File: src/rtl/cpu_pkg.sv
// Shared types and constants for the instruction fetch path.
package cpu_pkg;

    localparam int          WORD_W      = 32;
    localparam int          INSTR_BYTES = 4;
    localparam logic [31:0] NOP_INSTR   = 32'hE1A0_0000;

    // One fetched instruction as it travels from the ROM response to decode.
    typedef struct packed {
        logic [31:0] inst;
        logic [31:0] pc;
        logic        fault;
    } fetch_pkt_t;

    // Clear the byte-offset bits so every fetch address is word aligned.
    function automatic logic [WORD_W-1:0] align_word(input logic [WORD_W-1:0] addr);
        return addr & ~WORD_W'(INSTR_BYTES - 1);
    endfunction

endpackage

File: src/rtl/fetch_skid_fifo.sv
// Small circular skid buffer holding fetched packets between the ROM response and decode.
// Flush empties the buffer in one cycle; a push in the flush cycle is discarded.
module fetch_skid_fifo
    import cpu_pkg::*;
#(
    parameter int DEPTH = 2,
    localparam int CNT_W = $clog2(DEPTH + 1),
    localparam int PTR_W = (DEPTH > 1) ? $clog2(DEPTH) : 1
) (
    input  logic             clk,
    input  logic             rst_n,
    input  logic             push,
    input  fetch_pkt_t       push_pkt,
    input  logic             pop,
    input  logic             flush,
    output fetch_pkt_t       head_pkt,
    output logic [CNT_W-1:0] count,
    output logic             empty
);

    fetch_pkt_t       mem [DEPTH];
    logic [PTR_W-1:0] wr_ptr;
    logic [PTR_W-1:0] rd_ptr;

    function automatic logic [PTR_W-1:0] next_ptr(input logic [PTR_W-1:0] p);
        if (p == PTR_W'(DEPTH - 1)) begin
            return '0;
        end
        return p + 1'b1;
    endfunction

    // Packet storage: data only, no reset needed since count gates visibility.
    always_ff @(posedge clk) begin
        if (push && !flush) begin
            mem[wr_ptr] <= push_pkt;
        end
    end

    // Pointer and occupancy bookkeeping; flush wins over push/pop.
    always_ff @(posedge clk or negedge rst_n) begin
        if (!rst_n) begin
            wr_ptr <= '0;
            rd_ptr <= '0;
            count  <= '0;
        end else if (flush) begin
            wr_ptr <= '0;
            rd_ptr <= '0;
            count  <= '0;
        end else begin
            if (push) begin
                wr_ptr <= next_ptr(wr_ptr);
            end
            if (pop) begin
                rd_ptr <= next_ptr(rd_ptr);
            end
            case ({push, pop})
                2'b10:   count <= count + 1'b1;
                2'b01:   count <= count - 1'b1;
                default: count <= count;
            endcase
        end
    end

    assign head_pkt = mem[rd_ptr];
    assign empty    = (count == '0);

endmodule

File: src/rtl/instr_fetch_unit.sv
// Fetch-side master of the instruction ROM: owns the PC, tracks the one-cycle ROM
// response, substitutes NOP on off-end fetches and hands words to decode via a skid FIFO.
module instr_fetch_unit
    import cpu_pkg::*;
#(
    parameter logic [31:0] RESET_PC   = 32'h0000_0000,
    parameter int          IMEM_WORDS = 4,
    parameter int          FIFO_DEPTH = 2
) (
    input  logic              clk,
    input  logic              rst_n,
    output logic [WORD_W-1:0] imem_addr,
    input  logic [WORD_W-1:0] imem_data,
    input  logic              br_valid,
    input  logic [WORD_W-1:0] br_target,
    output logic              out_valid,
    input  logic              out_ready,
    output logic [WORD_W-1:0] out_inst,
    output logic [WORD_W-1:0] out_pc,
    output logic              out_fault
);

    localparam int          CNT_W      = $clog2(FIFO_DEPTH + 1);
    localparam logic [31:0] IMEM_LIMIT = 32'(IMEM_WORDS * INSTR_BYTES);

    logic [WORD_W-1:0] pc_q;
    logic [WORD_W-1:0] rsp_pc_q;
    logic              rsp_vld_q;
    logic              deq;
    logic              issue;
    logic              push;
    logic [CNT_W:0]    occupancy;
    logic [CNT_W-1:0]  count;
    logic              empty;
    fetch_pkt_t        push_pkt;
    fetch_pkt_t        head_pkt;

    assign deq = out_valid && out_ready;

    // Slots already committed (buffered plus in-flight, minus the one leaving now)
    // decide whether another ROM read may be started without overflowing.
    always_comb begin
        occupancy = (CNT_W + 1)'(count) + (CNT_W + 1)'(rsp_vld_q) - (CNT_W + 1)'(deq);
        issue     = (occupancy < (CNT_W + 1)'(FIFO_DEPTH));
    end

    // PC and response-valid tracking; a redirect drops the in-flight word.
    always_ff @(posedge clk or negedge rst_n) begin
        if (!rst_n) begin
            pc_q      <= RESET_PC;
            rsp_vld_q <= 1'b0;
        end else if (br_valid) begin
            pc_q      <= align_word(br_target);
            rsp_vld_q <= 1'b0;
        end else if (issue) begin
            pc_q      <= pc_q + WORD_W'(INSTR_BYTES);
            rsp_vld_q <= 1'b1;
        end else begin
            rsp_vld_q <= 1'b0;
        end
    end

    // Remember which address the ROM is answering next cycle.
    always_ff @(posedge clk) begin
        if (issue && !br_valid) begin
            rsp_pc_q <= pc_q;
        end
    end

    // Build the packet for the returning word; off-end addresses become a faulting NOP.
    always_comb begin
        push_pkt.pc    = rsp_pc_q;
        push_pkt.fault = (rsp_pc_q >= IMEM_LIMIT);
        push_pkt.inst  = push_pkt.fault ? NOP_INSTR : imem_data;
    end

    assign push      = rsp_vld_q && !br_valid;
    assign imem_addr = pc_q;

    fetch_skid_fifo #(
        .DEPTH (FIFO_DEPTH)
    ) u_fifo (
        .clk      (clk),
        .rst_n    (rst_n),
        .push     (push),
        .push_pkt (push_pkt),
        .pop      (deq),
        .flush    (br_valid),
        .head_pkt (head_pkt),
        .count    (count),
        .empty    (empty)
    );

    // Present the FIFO head; outputs read as zero while nothing is buffered.
    always_comb begin
        out_valid = !empty;
        out_inst  = out_valid ? head_pkt.inst  : '0;
        out_pc    = out_valid ? head_pkt.pc    : '0;
        out_fault = out_valid ? head_pkt.fault : 1'b0;
    end

endmodule

File: config.mk
export PLATFORM = sky130hd
export DESIGN_NAME = instr_fetch_unit
export DESIGN_NICKNAME = d
export VERILOG_FILES = /design/src/rtl/cpu_pkg.sv /design/src/rtl/fetch_skid_fifo.sv /design/src/rtl/instr_fetch_unit.sv
export SDC_FILE = /design/constraint.sdc
export NUM_CORES = 1
export LEC_CHECK = 0
export CORE_UTILIZATION = 46
export DETAILED_ROUTE_END_ITERATION = 10
export HOLD_SLACK_MARGIN = 0.15
export PLACE_DENSITY = 0.72
export SLEW_MARGIN = 5
export SYNTH_ARGS = -nofsm -noshare
export SYNTH_HDL_FRONTEND = slang
export SYNTH_HIERARCHICAL = 1
export SYNTH_SLANG_ARGS = --single-unit
File: constraint.sdc
create_clock -name clk -period 6.6 [get_ports clk]
set_clock_uncertainty 0.15 [all_clocks]
set_input_delay 0.99 -clock clk [delete_from_list [all_inputs] [get_ports clk]]
set_output_delay 0.99 -clock clk [all_outputs]
set_load 0.05 [all_outputs]
* Word level (Yosys, flattened, before mapping) *
Memories as Yosys holds them, arrays and structs flattened.
Cells that the tools add are included.

cells by class
  eq/ne operators = 2
  $lt $le $gt $ge = 2
  $add $sub $neg = 7
  reduce and logical (&&, ||, !) cells = 11
  muxes and demuxes = 26

operators by type and width
  operator                                                            number
  two-way mux 32 bit                                                  5
  adder 32 x 3 -> 32 bit, second input constant                       1
  greater-or-equal comparator 32 x 5 -> 1 bit, second input constant  1
  two-way mux 1 bit                                                   19
  nonzero test 2 bit                                                  3
  logical AND 1 bit                                                   4
  case mux 2 bit (2 select lines)                                     1
  adder 2 x 1 -> 3 bit                                                1
  less-than comparator 3 x 2 -> 1 bit, second input constant          1
  nonzero test 3 bit                                                  1
  subtractor 3 x 1 -> 3 bit                                           1
  adder 1 bit, second input constant                                  2
  adder 2 x 1 -> 2 bit, second input constant                         1
  equality test 2 x 1 -> 1 bit, second input constant                 1
  equality test 2 bit, second input constant                          1
  zero test 1 bit                                                     2
  zero test 2 bit                                                     1
  two-way mux 2 bit                                                   1
  subtractor 2 x 1 -> 2 bit, second input constant                    1

word-level totals
  output and inout bits = 98
  register bits after elaboration = 69
  RAM bits = 130
  memories = 1
  word-level logic and storage cells = 55

memories
  name        depth  bits a word  rd ports  clocked after memory_dff  write ports  RTL line               RTL
  u_fifo.mem  2      65           1         0                         1            fetch_skid_fifo.sv:21  fetch_pkt_t mem [DEPTH];

* Longest topological paths before layout *
  depth in word-level cells = 8
  depth in mapped cells = 12
  gate-level depth less buffers = 9

* Hierarchy *
The synthesis kept the hierarchy.

by module, submodules not included
  module            times used  area an instance (µm²)  seq. area each (µm²)  cells an instance
  fetch_skid_fifo   1           5057.4                  4003.8                221
  instr_fetch_unit  1           3599.7                  1676.6                378

* Worst setup path before layout *
No wires, ideal clock.

  path kind = in2reg
  start point = in br_valid
  end point = mem u_fifo/mem[0][0] (netlist name), enable pin
  path slack = -0.602 ns
  data arrival time = 6.469 ns
  data required time = 5.867 ns
  setup time = 0.583 ns
  cell stages on the path = 4
  path buffers = 2
  cells stage by stage = clkbuf_1 clkbuf_1 nor2b_1 nor3b_1

on the way
  cells in the longest elaborated chain, start to end = 5

ends and longest elaborated chain
  what                                     RTL line                RTL
  start: declaration                       instr_fetch_unit.sv:14  input logic br_valid,
  zero test 1 bit                          instr_fetch_unit.sv:77  assign push = rsp_vld_q && !br_valid;
  logical AND 1 bit                        instr_fetch_unit.sv:77
  net push                                 instr_fetch_unit.sv:31  logic push;
  logical AND 1 bit                        fetch_skid_fifo.sv:34   if (push && !flush) begin
  two-way mux 1 bit                        fetch_skid_fifo.sv:34
  two-way mux 1 bit (not written as such)  fetch_skid_fifo.sv:35   mem[wr_ptr] <= push_pkt;
  end: declaration                         fetch_skid_fifo.sv:21

The timed path passes the listed nets, and every way through them passes these cells.

* Worst setup path after layout *
  start point = reg u_fifo.count[0]
  end point = reg pc_q[29] (netlist: imem_addr[29])

on the way
  cells in the longest elaborated chain, start to end = 6
  elaborated cells on any way between the ends = 7
  those cells by class = add/sub: 2; order compare: 1; reduce/logical: 4

ends and longest elaborated chain
  what                                 RTL line                RTL
  start: declaration                   fetch_skid_fifo.sv:17   output logic [CNT_W-1:0] count,
  start signal: assignment             fetch_skid_fifo.sv:57   2'b10: count <= count + 1'b1;
  start signal: assignment             fetch_skid_fifo.sv:58   2'b01: count <= count - 1'b1;
  start signal: assignment             fetch_skid_fifo.sv:59   default: count <= count;
  zero test 2 bit                      fetch_skid_fifo.sv:65   assign empty = (count == '0);
  net empty                            instr_fetch_unit.sv:34  logic empty;
  zero test 1 bit                      instr_fetch_unit.sv:96  out_valid = !empty;
  logical AND 1 bit                    instr_fetch_unit.sv:38  assign deq = out_valid && out_ready;
  net deq                              instr_fetch_unit.sv:29  logic deq;
  subtractor 3 x 1 -> 3 bit            instr_fetch_unit.sv:43  occupancy = (CNT_W + 1)'(count) + (CNT_W + 1)'(rsp_vld_q) - (CNT_W + 1)'(deq);
  less-than comparator 3 x 2 -> 1 bit  instr_fetch_unit.sv:44  issue = (occupancy < (CNT_W + 1)'(FIFO_DEPTH));
  nonzero test 2 bit (no source line)  n/a
  end signal: assignment               instr_fetch_unit.sv:53  pc_q <= align_word(br_target);
  end signal: assignment               instr_fetch_unit.sv:56  pc_q <= pc_q + WORD_W'(INSTR_BYTES);
  end: declaration                     instr_fetch_unit.sv:26  logic [WORD_W-1:0] pc_q;

The timed path passes the listed nets, and every way through them passes these cells.
A chain may end at the register's enable or synchronous reset.

==> metrics.txt <==
CTS tree=done; port bufs=about 160; ys flop type=edfxtp_1; initial core utilization=0.4754; Synth Cell Area=just under 9000 um^2; Final HPWL DP=11.48 mm; critical path endpoint category=flip-flop; root buffer cell=clkbuf_16; CP required=between 6000 and 7000 ps; fillcell total=about 1,400; Max stage delay on crit path=approximately 600 ps; Pre-antenna DRT Iters=10; asr flop ratio synth=0.1795; Worst path depth=10; worst reg2reg endpoint=imem_addr[29]$_DFFE_PN0P_; antenna violations before repair=0; wire length per cell=~17 um; Max-slew headroom=0.2446; Area contributors post-synth=edfxtp_1 (55%), dfrtp_1 (10%), mux2_4 (6.9%), nor2b_1 (5.1%), mux2_2 (3.3%); placed insts=969; Finished Layout Cells=between 1,000 and 1,500; CP Cell Sequence=nor2_4, buf_4, nor2b_1, ha_1, nor2b_1, fa_1, nand3b_1, or3_1, or4_1, a31oi_1; Post-Syn Instances=599; Iteration-0 DRC Markers=318; number of global-route vias before repair=5,388; post-synth top area share=0.5550; post-CTS sizing=0; hold-fix buffers at CTS=0; clk sink count=roughly 200; # rows=49; r2r setup slk=around 2100 ps; largest net degree at the start of global routing=68; RePlAce Congestion=about 0.83; Via density=around 5.3; final design utilization=0.6065; max_cap viols=0; Die Ht=approximately 140 um; total negative setup slack=0 ps; post-synthesis sequential area ratio=0.6562; clk_lat worst skew=between 400 and 500 ps; area grow syn2layout=27.56%; Worst-path clk slew=approximately 70 ps; Die Area=roughly 19,000 um^2; worst setup path start=u_fifo/count[0]$_DFFE_PN0P_; first-pass GRT wire length=approximately 28 mm; minimum clock period=~4500 ps; fraction of layout cells with a size suffix above 1=0.1477; Least-Margin Pin Slew=between 1000 and 1500 ps; Hold Path Class=flip-flop to flip-flop; Core Box Area=18,210 um^2; Yosys warnings=6; Total GRT Usage=0.1829; # diodes=0; Leakage=3.707 nW; Buf/Inv on CP=1; Die Wd=~140 um; CP max stage cell=or3_1; pwr dens=434.9 nW/um^2; Final setup viols=0; CP Class=flip-flop to flip-flop; number of buffers created by CTS=17; Worst VDD drop=between 0.3 and 0.4 mV; CP Capture Point=imem_addr[29]$_DFFE_PN0P_; number of synthesized flops with an enable pin=160; CP dominant cell by count=nor2b_1; Yosys cell types=54; Pins Over Slew Limit=0; Crit path arrival time=around 4700 ps; Nets=between 800 and 900; worst r2r src=u_fifo/count[0]$_DFFE_PN0P_; Tcrit/Tclk final=0.6781; failing checks=DRC; RSZ-0062 raised after global routing=no; outcome=finished with violations; grt ovf=0; number of routed nets with antenna violations=0; DRC=14; H-Tree Depth=4; final WL=~17 mm; cell taking the most area after synthesis=edfxtp_1; reg2reg path depth=10; most frequent cells in the layout=clkdlybuf4s50_1 (160), edfxtp_1 (160), nor2b_1 (70), mux2_4 (40), dfrtp_1 (34); critical path's top delay family=simple AND/OR/NAND/NOR gates; Synth Register Bits=about 200; Vias=roughly 5,300; Fmax=around 0.22 GHz; Crit Path Max Fanout=between 60 and 70; syn_area_per_cell=about 14 um^2; Clock Tree Buf Depth=2; Worst setup SP type=flip-flop; Ports=between 150 and 200; setup repair bufs after CTS=0; Hold Fails Final Rpt=0
[layer usage]
layer | vias to the layer above | track usage | part of all wire
met3 | 18 | 0.03729 | 0.058
met5 | - | 0 | 0
met4 | 0 | 0.05497 | 0.011
met2 | 195 | 0.3006 | 0.48
met1 | 2575 | 0.2458 | 0.45
li1 | 2553 | - | -
[layout make-up]
class / instances / area (um^2) / area share
flip-flops and latches: 195 / 5684 / 0.5147
repair buffers: 168 / 1659 / 0.1502
clock buffers: 17 / 425.4 / 0.03852
multi-input cells: 366 / 2801 / 0.2537
well taps: 229 / 286.5 / 0.02595
inverters: 11 / 41.29 / 0.003739
clock inverters: 15 / 145.1 / 0.01314
[flip-flops by register name, summed over array words and instances, names as in the netlist]
signal / cells
rsp_pc_q: 30
u_fifo/mem: 130
u_fifo/wr_ptr: 1
u_fifo/count: 2
rsp_vld_q: 1
u_fifo/rd_ptr: 1
imem_addr: 30
[how the worst min path moves through the flow]
stage               depth (start not counted)  slack, ps                     endpoint                    from
finish                                      0        320   u_fifo/mem[1][4]$_DFFE_PP_   rsp_pc_q[3]$_DFFE_PP_
floorplan                                   0        270   u_fifo/mem[0][3]$_DFFE_PP_   rsp_pc_q[2]$_DFFE_PP_
global placement                            0        300   u_fifo/mem[0][4]$_DFFE_PP_   rsp_pc_q[3]$_DFFE_PP_
detailed placement                          0        310  u_fifo/mem[1][32]$_DFFE_PP_  rsp_pc_q[31]$_DFFE_PP_
global route                                0        340  u_fifo/mem[1][31]$_DFFE_PP_  rsp_pc_q[30]$_DFFE_PP_
CTS                                         0        330  u_fifo/mem[1][32]$_DFFE_PP_  rsp_pc_q[31]$_DFFE_PP_
[per-stage QoR]
stage	total power [W]	setup WS, ps	area, um^2	hold slack (ps)
detailed placement	0.003857	1773	10470	314.7
floorplan	0.003189	1552	8681	271.5
CTS	0.004845	2114	11040	332.0
global route	0.005005	1833	11040	341.1
global placement	0.003827	1947	10470	301.1
finish	0.004802	2125	11040	324.3
[where the power goes]
part,switching (W),internal [W]
clock network,0.000455,0.000530
registers,0.000209,0.00159
logic,0.00128,0.000737
total,0.00194,0.00286
[cells by family after synthesis]
kind of cell    Yosys count  synth area share
simple gates            229            0.1568
fa+ha+maj                 3          0.005203
compound gates           48           0.03888
flops                   195            0.6562
xor+xnor                 14           0.01416
buf+inv                  43           0.02529
other cells               1         0.0004332
mux                      66            0.1031
[cell usage after synthesis, types with 3 or more instances]
cell type / n
nand3_1: 17
and2_1: 26
nor2_1: 21
mux2_2: 25
or4_1: 13
inv_1: 11
clkbuf_1: 19
a211o_1: 3
edfxtp_1: 160
buf_2: 4
o31ai_1: 7
buf_6: 6
nand2_1: 23
xnor2_1: 13
o21ai_0: 13
nor4_1: 17
nor3_1: 8
dfrtp_1: 35
or3_1: 8
nor2b_1: 70
mux2_4: 40
nand4_1: 9
nor3b_1: 3
a31oi_1: 7
Power figures use the tool's default switching activity.
